--- src/rtl/cpu_ctrl_pkg.sv ---
`default_nettype none
// ============================================================================
//  Module      : cpu_ctrl_pkg
//  Description : Shared state encoding, opcode and ALU-op constants for the
//                multi-cycle RV64 main control FSM.
//  Revision    : 1.0  initial release
// ============================================================================
package cpu_ctrl_pkg;

    typedef enum logic [2:0] {
        FETCH  = 3'd0,
        DECODE = 3'd1,
        EXEC   = 3'd2,
        MEM    = 3'd3,
        WB     = 3'd4,
        TRAP   = 3'd5
    } ctrl_state_t;

    localparam logic [6:0] OP_LD  = 7'b0000011;
    localparam logic [6:0] OP_SD  = 7'b0100011;
    localparam logic [6:0] OP_R   = 7'b0110011;
    localparam logic [6:0] OP_BEQ = 7'b1100011;

    localparam logic [1:0] ALUOP_ADD   = 2'b00;
    localparam logic [1:0] ALUOP_SUB   = 2'b01;
    localparam logic [1:0] ALUOP_FUNCT = 2'b10;

endpackage
`default_nettype wire

--- src/rtl/ctrl_opcode_decode.sv ---
`default_nettype none
// ============================================================================
//  Module      : ctrl_opcode_decode
//  Description : Combinational classification of the latched opcode into the
//                four supported instruction classes plus an illegal flag.
//  Revision    : 1.0  initial release
// ============================================================================
module ctrl_opcode_decode
    import cpu_ctrl_pkg::*;
(
    input  logic [6:0] opcode,
    output logic       is_ld,
    output logic       is_sd,
    output logic       is_r,
    output logic       is_beq,
    output logic       illegal
);

    always_comb begin
        is_ld   = (opcode == OP_LD);
        is_sd   = (opcode == OP_SD);
        is_r    = (opcode == OP_R);
        is_beq  = (opcode == OP_BEQ);
        illegal = !(is_ld || is_sd || is_r || is_beq);
    end

endmodule
`default_nettype wire

--- src/rtl/multi_cycle_ctrl.sv ---
`default_nettype none
// ============================================================================
//  Module      : multi_cycle_ctrl
//  Description : Multi-cycle main control FSM sequencing FETCH/DECODE/EXEC/
//                MEM/WB with memory ready handshakes, halt and sticky trap.
//  Revision    : 1.0  initial release
// ============================================================================
module multi_cycle_ctrl
    import cpu_ctrl_pkg::*;
#(
    parameter int CNT_WIDTH = 32
) (
    input  logic                 clk,
    input  logic                 reset,
    input  logic [6:0]           inst_opcode,
    input  logic                 alu_zero,
    input  logic                 imem_ready,
    input  logic                 dmem_ready,
    input  logic                 halt_req,
    output logic                 imem_req,
    output logic                 ir_write,
    output logic                 pc_write,
    output logic                 pc_sel,
    output logic                 alu_src,
    output logic [1:0]           alu_op,
    output logic                 mem_read,
    output logic                 mem_write,
    output logic                 mem_to_reg,
    output logic                 reg_write,
    output logic                 halted,
    output logic                 trap,
    output logic [CNT_WIDTH-1:0] inst_retired
);

    ctrl_state_t          state_q, state_d;
    logic [6:0]           opcode_q, opcode_d;
    logic                 trap_q, trap_d;
    logic [CNT_WIDTH-1:0] retired_q, retired_d;

    logic w_is_ld, w_is_sd, w_is_r, w_is_beq, w_illegal;
    logic w_retire;
    logic w_imem_req, w_ir_write, w_pc_write, w_pc_sel, w_alu_src;
    logic w_mem_read, w_mem_write, w_mem_to_reg, w_reg_write, w_halted;
    logic [1:0] w_alu_op;

    ctrl_opcode_decode u_decode (
        .opcode  (opcode_q),
        .is_ld   (w_is_ld),
        .is_sd   (w_is_sd),
        .is_r    (w_is_r),
        .is_beq  (w_is_beq),
        .illegal (w_illegal)
    );

    always_comb begin
        state_d      = state_q;
        opcode_d     = opcode_q;
        trap_d       = trap_q;
        w_retire     = 1'b0;
        w_imem_req   = 1'b0;
        w_ir_write   = 1'b0;
        w_pc_write   = 1'b0;
        w_pc_sel     = 1'b0;
        w_alu_src    = 1'b0;
        w_alu_op     = ALUOP_ADD;
        w_mem_read   = 1'b0;
        w_mem_write  = 1'b0;
        w_mem_to_reg = 1'b0;
        w_reg_write  = 1'b0;
        w_halted     = 1'b0;

        case (state_q)
            FETCH: begin
                // A halt request masks imem_ready so no instruction is latched.
                if (halt_req) begin
                    w_halted = 1'b1;
                end else begin
                    w_imem_req = 1'b1;
                    if (imem_ready) begin
                        w_ir_write = 1'b1;
                        opcode_d   = inst_opcode;
                        state_d    = DECODE;
                    end
                end
            end
            DECODE: begin
                if (w_illegal) begin
                    trap_d  = 1'b1;
                    state_d = TRAP;
                end else begin
                    state_d = EXEC;
                end
            end
            EXEC: begin
                if (w_is_ld || w_is_sd) begin
                    w_alu_src = 1'b1;
                    state_d   = MEM;
                end else if (w_is_r) begin
                    w_alu_op = ALUOP_FUNCT;
                    state_d  = WB;
                end else if (w_is_beq) begin
                    w_alu_op   = ALUOP_SUB;
                    w_pc_write = 1'b1;
                    w_pc_sel   = alu_zero;
                    w_retire   = 1'b1;
                    state_d    = FETCH;
                end else begin
                    trap_d  = 1'b1;
                    state_d = TRAP;
                end
            end
            MEM: begin
                w_alu_src   = 1'b1;
                w_mem_read  = w_is_ld;
                w_mem_write = w_is_sd;
                if (dmem_ready) begin
                    if (w_is_ld) begin
                        state_d = WB;
                    end else begin
                        w_pc_write = 1'b1;
                        w_retire   = 1'b1;
                        state_d    = FETCH;
                    end
                end
            end
            WB: begin
                w_reg_write  = 1'b1;
                w_mem_to_reg = w_is_ld;
                w_pc_write   = 1'b1;
                w_retire     = 1'b1;
                state_d      = FETCH;
            end
            TRAP: begin
                state_d = TRAP;
            end
            default: begin
                state_d = FETCH;
            end
        endcase

        retired_d = retired_q + {{(CNT_WIDTH-1){1'b0}}, w_retire};
    end

    always_ff @(posedge clk) begin
        if (reset) begin
            state_q   <= FETCH;
            opcode_q  <= 7'd0;
            trap_q    <= 1'b0;
            retired_q <= '0;
        end else begin
            state_q   <= state_d;
            opcode_q  <= opcode_d;
            trap_q    <= trap_d;
            retired_q <= retired_d;
        end
    end

    // Reset gates every strobe so a mid-instruction reset cannot commit state.
    assign imem_req     = w_imem_req   & ~reset;
    assign ir_write     = w_ir_write   & ~reset;
    assign pc_write     = w_pc_write   & ~reset;
    assign pc_sel       = w_pc_sel     & ~reset;
    assign alu_src      = w_alu_src    & ~reset;
    assign alu_op       = reset ? ALUOP_ADD : w_alu_op;
    assign mem_read     = w_mem_read   & ~reset;
    assign mem_write    = w_mem_write  & ~reset;
    assign mem_to_reg   = w_mem_to_reg & ~reset;
    assign reg_write    = w_reg_write  & ~reset;
    assign halted       = w_halted     & ~reset;
    assign trap         = trap_q;
    assign inst_retired = retired_q;

endmodule
`default_nettype wire

--- config.mk ---
export PLATFORM = sky130hd
export DESIGN_NAME = multi_cycle_ctrl
export DESIGN_NICKNAME = d
export VERILOG_FILES = /design/src/rtl/cpu_ctrl_pkg.sv /design/src/rtl/ctrl_opcode_decode.sv /design/src/rtl/multi_cycle_ctrl.sv
export SDC_FILE = /design/constraint.sdc
export NUM_CORES = 1
export LEC_CHECK = 0
export BUFFER_PORTS_ARGS = -buffer_cell sky130_fd_sc_hd__buf_2
export CAP_MARGIN = 10
export CORE_MARGIN = 1
export CORE_UTILIZATION = 47
export DETAILED_ROUTE_END_ITERATION = 8
export PLACE_DENSITY = 0.77
export SYNTH_ARGS = -nofsm -noshare
export SYNTH_HDL_FRONTEND = slang
export SYNTH_SLANG_ARGS = --single-unit
--- constraint.sdc ---
create_clock -name clk -period 2.94 [get_ports clk]
set_input_delay 0.147 -clock clk [delete_from_list [all_inputs] [get_ports clk]]
set_output_delay 0.147 -clock clk [all_outputs]
set_load 0.02 [all_outputs]
==> impl_metrics.csv, run 1 <==
group,metric,value,unit
timing,clock-skew-final,0.01002,ns
yosys,synth_top_area_cell,"dfxtp_1",
global_routing,track_usage,0.2105,
layout,area_growth,25.65,%
yosys,synth_edf_count,0,
critical_path,crit_required,3.14,ns
critical_path,startpoint_type,"flop",
pwr,ir_drop,0.2449,mV
yosys,avgSynthCellArea,8.226,µm²
status,violations,"DRC",
timing,slew_headroom,0.6156,
yosys,async_flop_share,0,
yosys,ys_types,42,
place,io_buffers,57,
routing,wl_per_cell,13.74,µm
yosys,synth-seq-cells,43,
job,cap_viol_max_count,0,
yosys,ys_top_cells_by_area,"dfxtp_1, a21oi_1, nor2_1",
critical_path,path_class,"flop to flop",
layout,mostFrequentLayoutCell,"buf_2",
cts,clkLatencyLatePin,0.30,ns
critical_path,critPathTopFamily,"simple AND/OR/NAND/NOR gates",
timing,worstMarginPinSlew,0.5752,ns
die,die_h,70.49,µm
die,dieArea,0.004969,mm²
die,start_util,0.4961,
layout,num-fill-cells,415,
yosys,syn_nets,283,
routing,ant_nets,0,
cts,tritoncts,"yes",
timing,hold_viol,0,
pwr,leakage,1.114,nW
layout,diodes,0,
critical_path,end_kind,"flop",
yosys,synth_area,0.002205,mm²
critical_path,arrival,3.04,ns
yosys,synth_seq_area_share,0.3905,
critical_path,cp_max_fo,6,
pwr,power_density,381.7,mW/mm²
timing,setup_viol_count_final,0,
routing,drc_errors,2,
timing,timing.fmax,0.3519,GHz
routing,drtPass1Iterations,6,
place,place_congestion,0.8906,
routing,vias,2187,
layout,mostFrequentLayoutCells,"buf_2, dfxtp_1, nor2_1",
place,hpwl,3594,µm
critical_path,slowest_delay,0.60,ns
routing,viasPerCell,5.681,
routing,drtIter0Drc,217,
timing,period_share,0.9665,
yosys,ys.flop_type,"dfxtp_1",
global_routing,grt-ovfl-total,0,
global_routing,antenna_found_initial,0,
die,io_pins,58,
cts,clock_path_buffers,2,
global_routing,grt_pass1_wl,8452,µm
timing,slew_viol_final,0,
die,fp.coreArea,0.004444,mm²
status,status,"finished, violations left",
yosys,postSynthCellCount,268,
die,num_rows,24,
global_routing,grt_pass1_vias,1883,
layout,final_layout_size_suffix_gt1_frac,0.2973,
layout,nNetsFinal,347,
cts,cts-root-buf,"clkbuf_8",
cts,path_clk_slew,0.09,ns
global_routing,grt_max_degree,45,
cts,htreeDepth,2,
cts,cts_sinks,43,
critical_path,cp_common_cell,"ha_2",
die,die_x,70.49,µm
layout,post-route-util,0.6233,
yosys,synth_top_area_share,0.3905,
critical_path,path_cells,"nand2b_1 -> o31ai_4 -> a2bb2oi_2 -> o21ai_2 -> ha_2 -> ha_2 -> inv_2 -> or4_4 -> nor4_4 -> mux2_2",
yosys,ys_warn_count,0,
cts,numCtsBuffers,5,
timing,whs,0.09570,ns
timing,fin_crit,2.841,ns
critical_path,slowest_stage,"or4_4",
routing,drt-total-wl,5290,µm
hold_path,min_path_type,"primary input to flop",
critical_path,crit_buf_inv,1,
per-layer routing:
layer  track usage  wire length, µm
met4       0.07483               65
met2        0.3128             2444
met5             0                0
met3       0.04473              255
met1        0.2992             2525
stage by stage:
step                      power, mW  setup TNS, ns  cell area [µm²]  instances  worst slack, ns
after floorplan              0.6653              0             2231        268         0.006696
after global placement       0.6939              0             2606        375          0.07649
after detailed placement     0.6955         -1.038             2606        375          -0.1549
after CTS                     1.066              0             2696        383          0.08395
after global routing          1.102       -0.05029             2770        385         -0.01851
final                         1.058              0             2770        385          0.09851
final timing paths:
| check | start | to | slack [ns] | cells past startpoint |
|---|---|---|---|---|
| worst min-delay path | inst_opcode[0] | opcode_q[0] | 0.1 | 3 |
| worst max-delay path | state_q[0] | inst_retired[28] | 0.1 | 10 |
| worst max register to register | state_q[0] | inst_retired[28] | 0.1 | 10 |
| worst min register to register | trap | trap | 0.50 | 2 |
cells by family after synthesis:
family | share of synthesized area
AO/OA/AOI/OAI | 0.1623
XOR/XNOR | 0.03576
adder cells (fa/ha/maj) | 0.01135
buffers and inverters | 0.04597
flip-flops | 0.3905
multiplexers | 0.04200
AND/OR/NAND/NOR | 0.3121
cell type report:
cell class / instances / area [µm²] / area share
Multi-Input combinational cell: 203 / 1329 / 0.4797
Inverter: 8 / 30.03 / 0.01084
Timing Repair Buffer: 71 / 397.9 / 0.1436
Tap cell: 52 / 65.06 / 0.02349
Clock buffer: 6 / 72.57 / 0.02620
Clock inverter: 2 / 12.51 / 0.004517
Sequential cell: 43 / 863.3 / 0.3117
worst reg2reg max path, stage by stage (launching register included):
cell	delay (ns)
dfxtp_1	0.33
nand2b_1	0.21
o31ai_4	0.24
a2bb2oi_2	0.10
o21ai_2	0.15
ha_2	0.21
ha_2	0.19
inv_2	0.06
or4_4	0.60
nor4_4	0.30
mux2_2	0.36
synthesized netlist by cell type (all sizes together) (2+ instances only):
master and instances:
mux2 2, ha 2, nor4 3, xnor2 6, and4 5, nand2b 7, or3 10, and3 3
xor2 3, inv 8, or4 13, a21oi 26, nand2 18, dfxtp 43, buf 3, nor3 7
nand4 6, nor2b 5, nor2 29, o31ai 11, mux2i 7, o21ai 14, nand3 11, clkbuf 12
sequential cells by signal, summed over array words and instances (netlist names):
signal        flops
inst_retired     32
opcode_q          7
state_q           3
trap              1
power by group:
group | leakage [nW] | switching (mW) | internal, mW
logic | 0.724 | 0.0509 | 0.0372
clock network | 0.0412 | 0.206 | 0.166
registers | 0.348 | 0.00731 | 0.590
repair_timing:
| item | CTS | global route |
|---|---|---|
| hold buffers | 0 | 0 |
| endpoints found under the setup margin | 11 | 4 |
| buffers inserted | 0 | 1 |
| pin swaps | 1 | 4 |
| resized for setup | 2 | 15 |
| cloned | 0 | 1 |
(Power assumes the default switching activity.)
==> inputs of run 2 (changes only) <==
Settings changed: CORE_ASPECT_RATIO from default to 0.5.
==> impl_metrics.csv, run 2 (same netlist as run 1, synthesis figures left out) <==
group,metric,value,unit
status,status,"complete, no violations",
routing,drtPass1Iterations,4,
cts,numCtsBuffers,5,
layout,mostFrequentLayoutCells,"buf_2, dfxtp_1, nor2_1",
critical_path,path_cells,"nand4bb_4 -> buf_4 -> nor3_1 -> a2bb2oi_2 -> o21ai_2 -> ha_2 -> ha_1 -> inv_1 -> or4_4 -> nor4_2 -> mux2_2",
pwr,intPower,901.7,µW
global_routing,grt-ovfl-total,0,
die,start_util,0.4959,
routing,viasPerCell,5.657,
timing,slew_headroom,0.6803,
timing,whs,0.08788,ns
cts,ctsHoldBuffers,0,
layout,mostFrequentLayoutCell,"buf_2",
timing,period_share,0.9501,
layout,post-route-util,0.6192,
die,die_x,98.86,µm
global_routing,grt_pass1_vias,1937,
pwr,leakage,1.104,nW
timing,fin_setup_tns,0,ns
routing,drtIter0Drc,62,
timing,setup_ws,0.1466,ns
pwr,p_sw_frac,0.2266,
die,io_pins,58,
cts,tritoncts,"yes",
cts,clock_path_buffers,2,
global_routing,antenna_found_initial,0,
die,die_h,50.43,µm
place,io_buffers,57,
pwr,p_clk_frac,0.412,
pwr,power_density,423.6,mW/mm²
die,num_rows,17,
timing,fin_crit,2.793,ns
layout,nNetsFinal,345,
global_routing,grt_max_degree,46,
timing,slew_viol_final,0,
cts,htreeDepth,2,
die,dieArea,0.004985,mm²
place,place_congestion,0.8797,
pwr,p_switching,264.2,µW
pwr,seq_power_share,0.512,
cts,cts_sinks,43,
layout,num-fill-cells,398,
critical_path,cp_max_fo,10,
critical_path,slowest_stage,"or4_4",
timing,hold_viol,0,
die,fp.coreArea,0.004446,mm²
pwr,p_comb_frac,0.076,
cts,cts-root-buf,"clkbuf_8",
critical_path,startpoint_type,"flop",
cts,path_clk_slew,0.08,ns
hold_path,hold_depth,3,
critical_path,end_kind,"flop",
routing,drt-total-wl,5244,µm
timing,setup_viol_count_final,0,
critical_path,crit_required,3.12,ns
critical_path,arrival,2.98,ns
timing,timing.fmax,0.3580,GHz
routing,wl_per_cell,13.52,µm
hold_path,min_path_type,"primary input to flop",
critical_path,reg2reg_depth,11,
layout,diodes,0,
layout,area_growth,24.86,%
pwr,ir_drop,0.2820,mV
global_routing,track_usage,0.2118,
global_routing,grt_pass1_wl,8383,µm
layout,final_layout_size_suffix_gt1_frac,0.2779,
routing,ant_nets,0,
job,cap_viol_max_count,0,
critical_path,path_class,"flop to flop",
routing,drc_errors,0,
layout,largest_reg_flops,32,
pwr,total_power,1.166,mW
place,hpwl,3783,µm
timing,worstMarginPinSlew,0.4783,ns
place,place_ws,-0.1137,ns
cts,clkLatencyLatePin,0.29,ns
timing,clock-skew-final,0.006462,ns
critical_path,slowest_delay,0.49,ns
timing,rsz0062_at_grt,"yes",
routing,vias,2195,
==> run 2: changes by cell type in the layout (fill, tap and decap cells not counted), sizes merged <==
cell and change:
buf -1, bufinv +1, clkinvlp -1, or4 -1
==> run 2: layout make-up <==
type,count,area (µm²),area share
well taps,57,71.32,0.02591
multi-input cells,202,1290,0.4686
inverters,8,30.03,0.01091
flip-flops and latches,43,860.8,0.3127
clock inverters,2,35.03,0.01273
repair buffers,70,382.9,0.1391
clock buffers,6,82.58,0.03000
==> run 2: worst max-delay path, delay by kind of cell, from the launching register on <==
family,cells,cell delay [ns]
compound gates,2,0.34
fa+ha+maj,2,0.39
buf+inv,2,0.21
flops,1,0.37
mux,1,0.36
simple gates,4,1.02
==> run 2: timing repair <==
item | 4_1_cts | 5_1_grt
pin swaps | 3 | 0
buffers inserted | 0 | 0
hold endpoints to repair | 0 | 0
endpoints found under the setup margin | 18 | 18
gates resized for setup | 2 | 4
==> run 2: final timing paths <==
path	end	slack, ns	from
worst max-delay path	inst_retired[28]	0.15	opcode_q[3]
worst min-delay path	opcode_q[0]	0.09	inst_opcode[0]
worst max register to register	inst_retired[28]	0.15	opcode_q[3]
worst min register to register	trap	0.48	trap
==> run 2: power by group through the flow <==
stage | logic [mW] | clock network, mW | registers (mW)
6_report | 0.0882 | 0.481 | 0.597
5_1_grt | 0.0959 | 0.513 | 0.598
4_1_cts | 0.0868 | 0.489 | 0.597
3_5_place_dp | 0.0862 | 0 | 0.610
3_3_place_gp | 0.0830 | 0 | 0.610
2_1_floorplan | 0.0540 | 0 | 0.611
==> run 2: metrics by stage <==
stage                     std cells  instance area [µm²]
after global routing            388                 2753
after floorplan                 268                 2231
after global placement          380                 2613
after CTS                       388                 2734
after detailed placement        380                 2613
final                           388                 2753
==> run 2: routing by layer <==
metal,vias to the layer above,part of all wire,wire length [µm],track usage
li1,1106,-,-,-
met5,-,0,0,0
met1,1017,0.47,2462,0.2558
met2,66,0.48,2520,0.3718
met4,0,0.010,55,0.09204
met3,6,0.039,206,0.04318
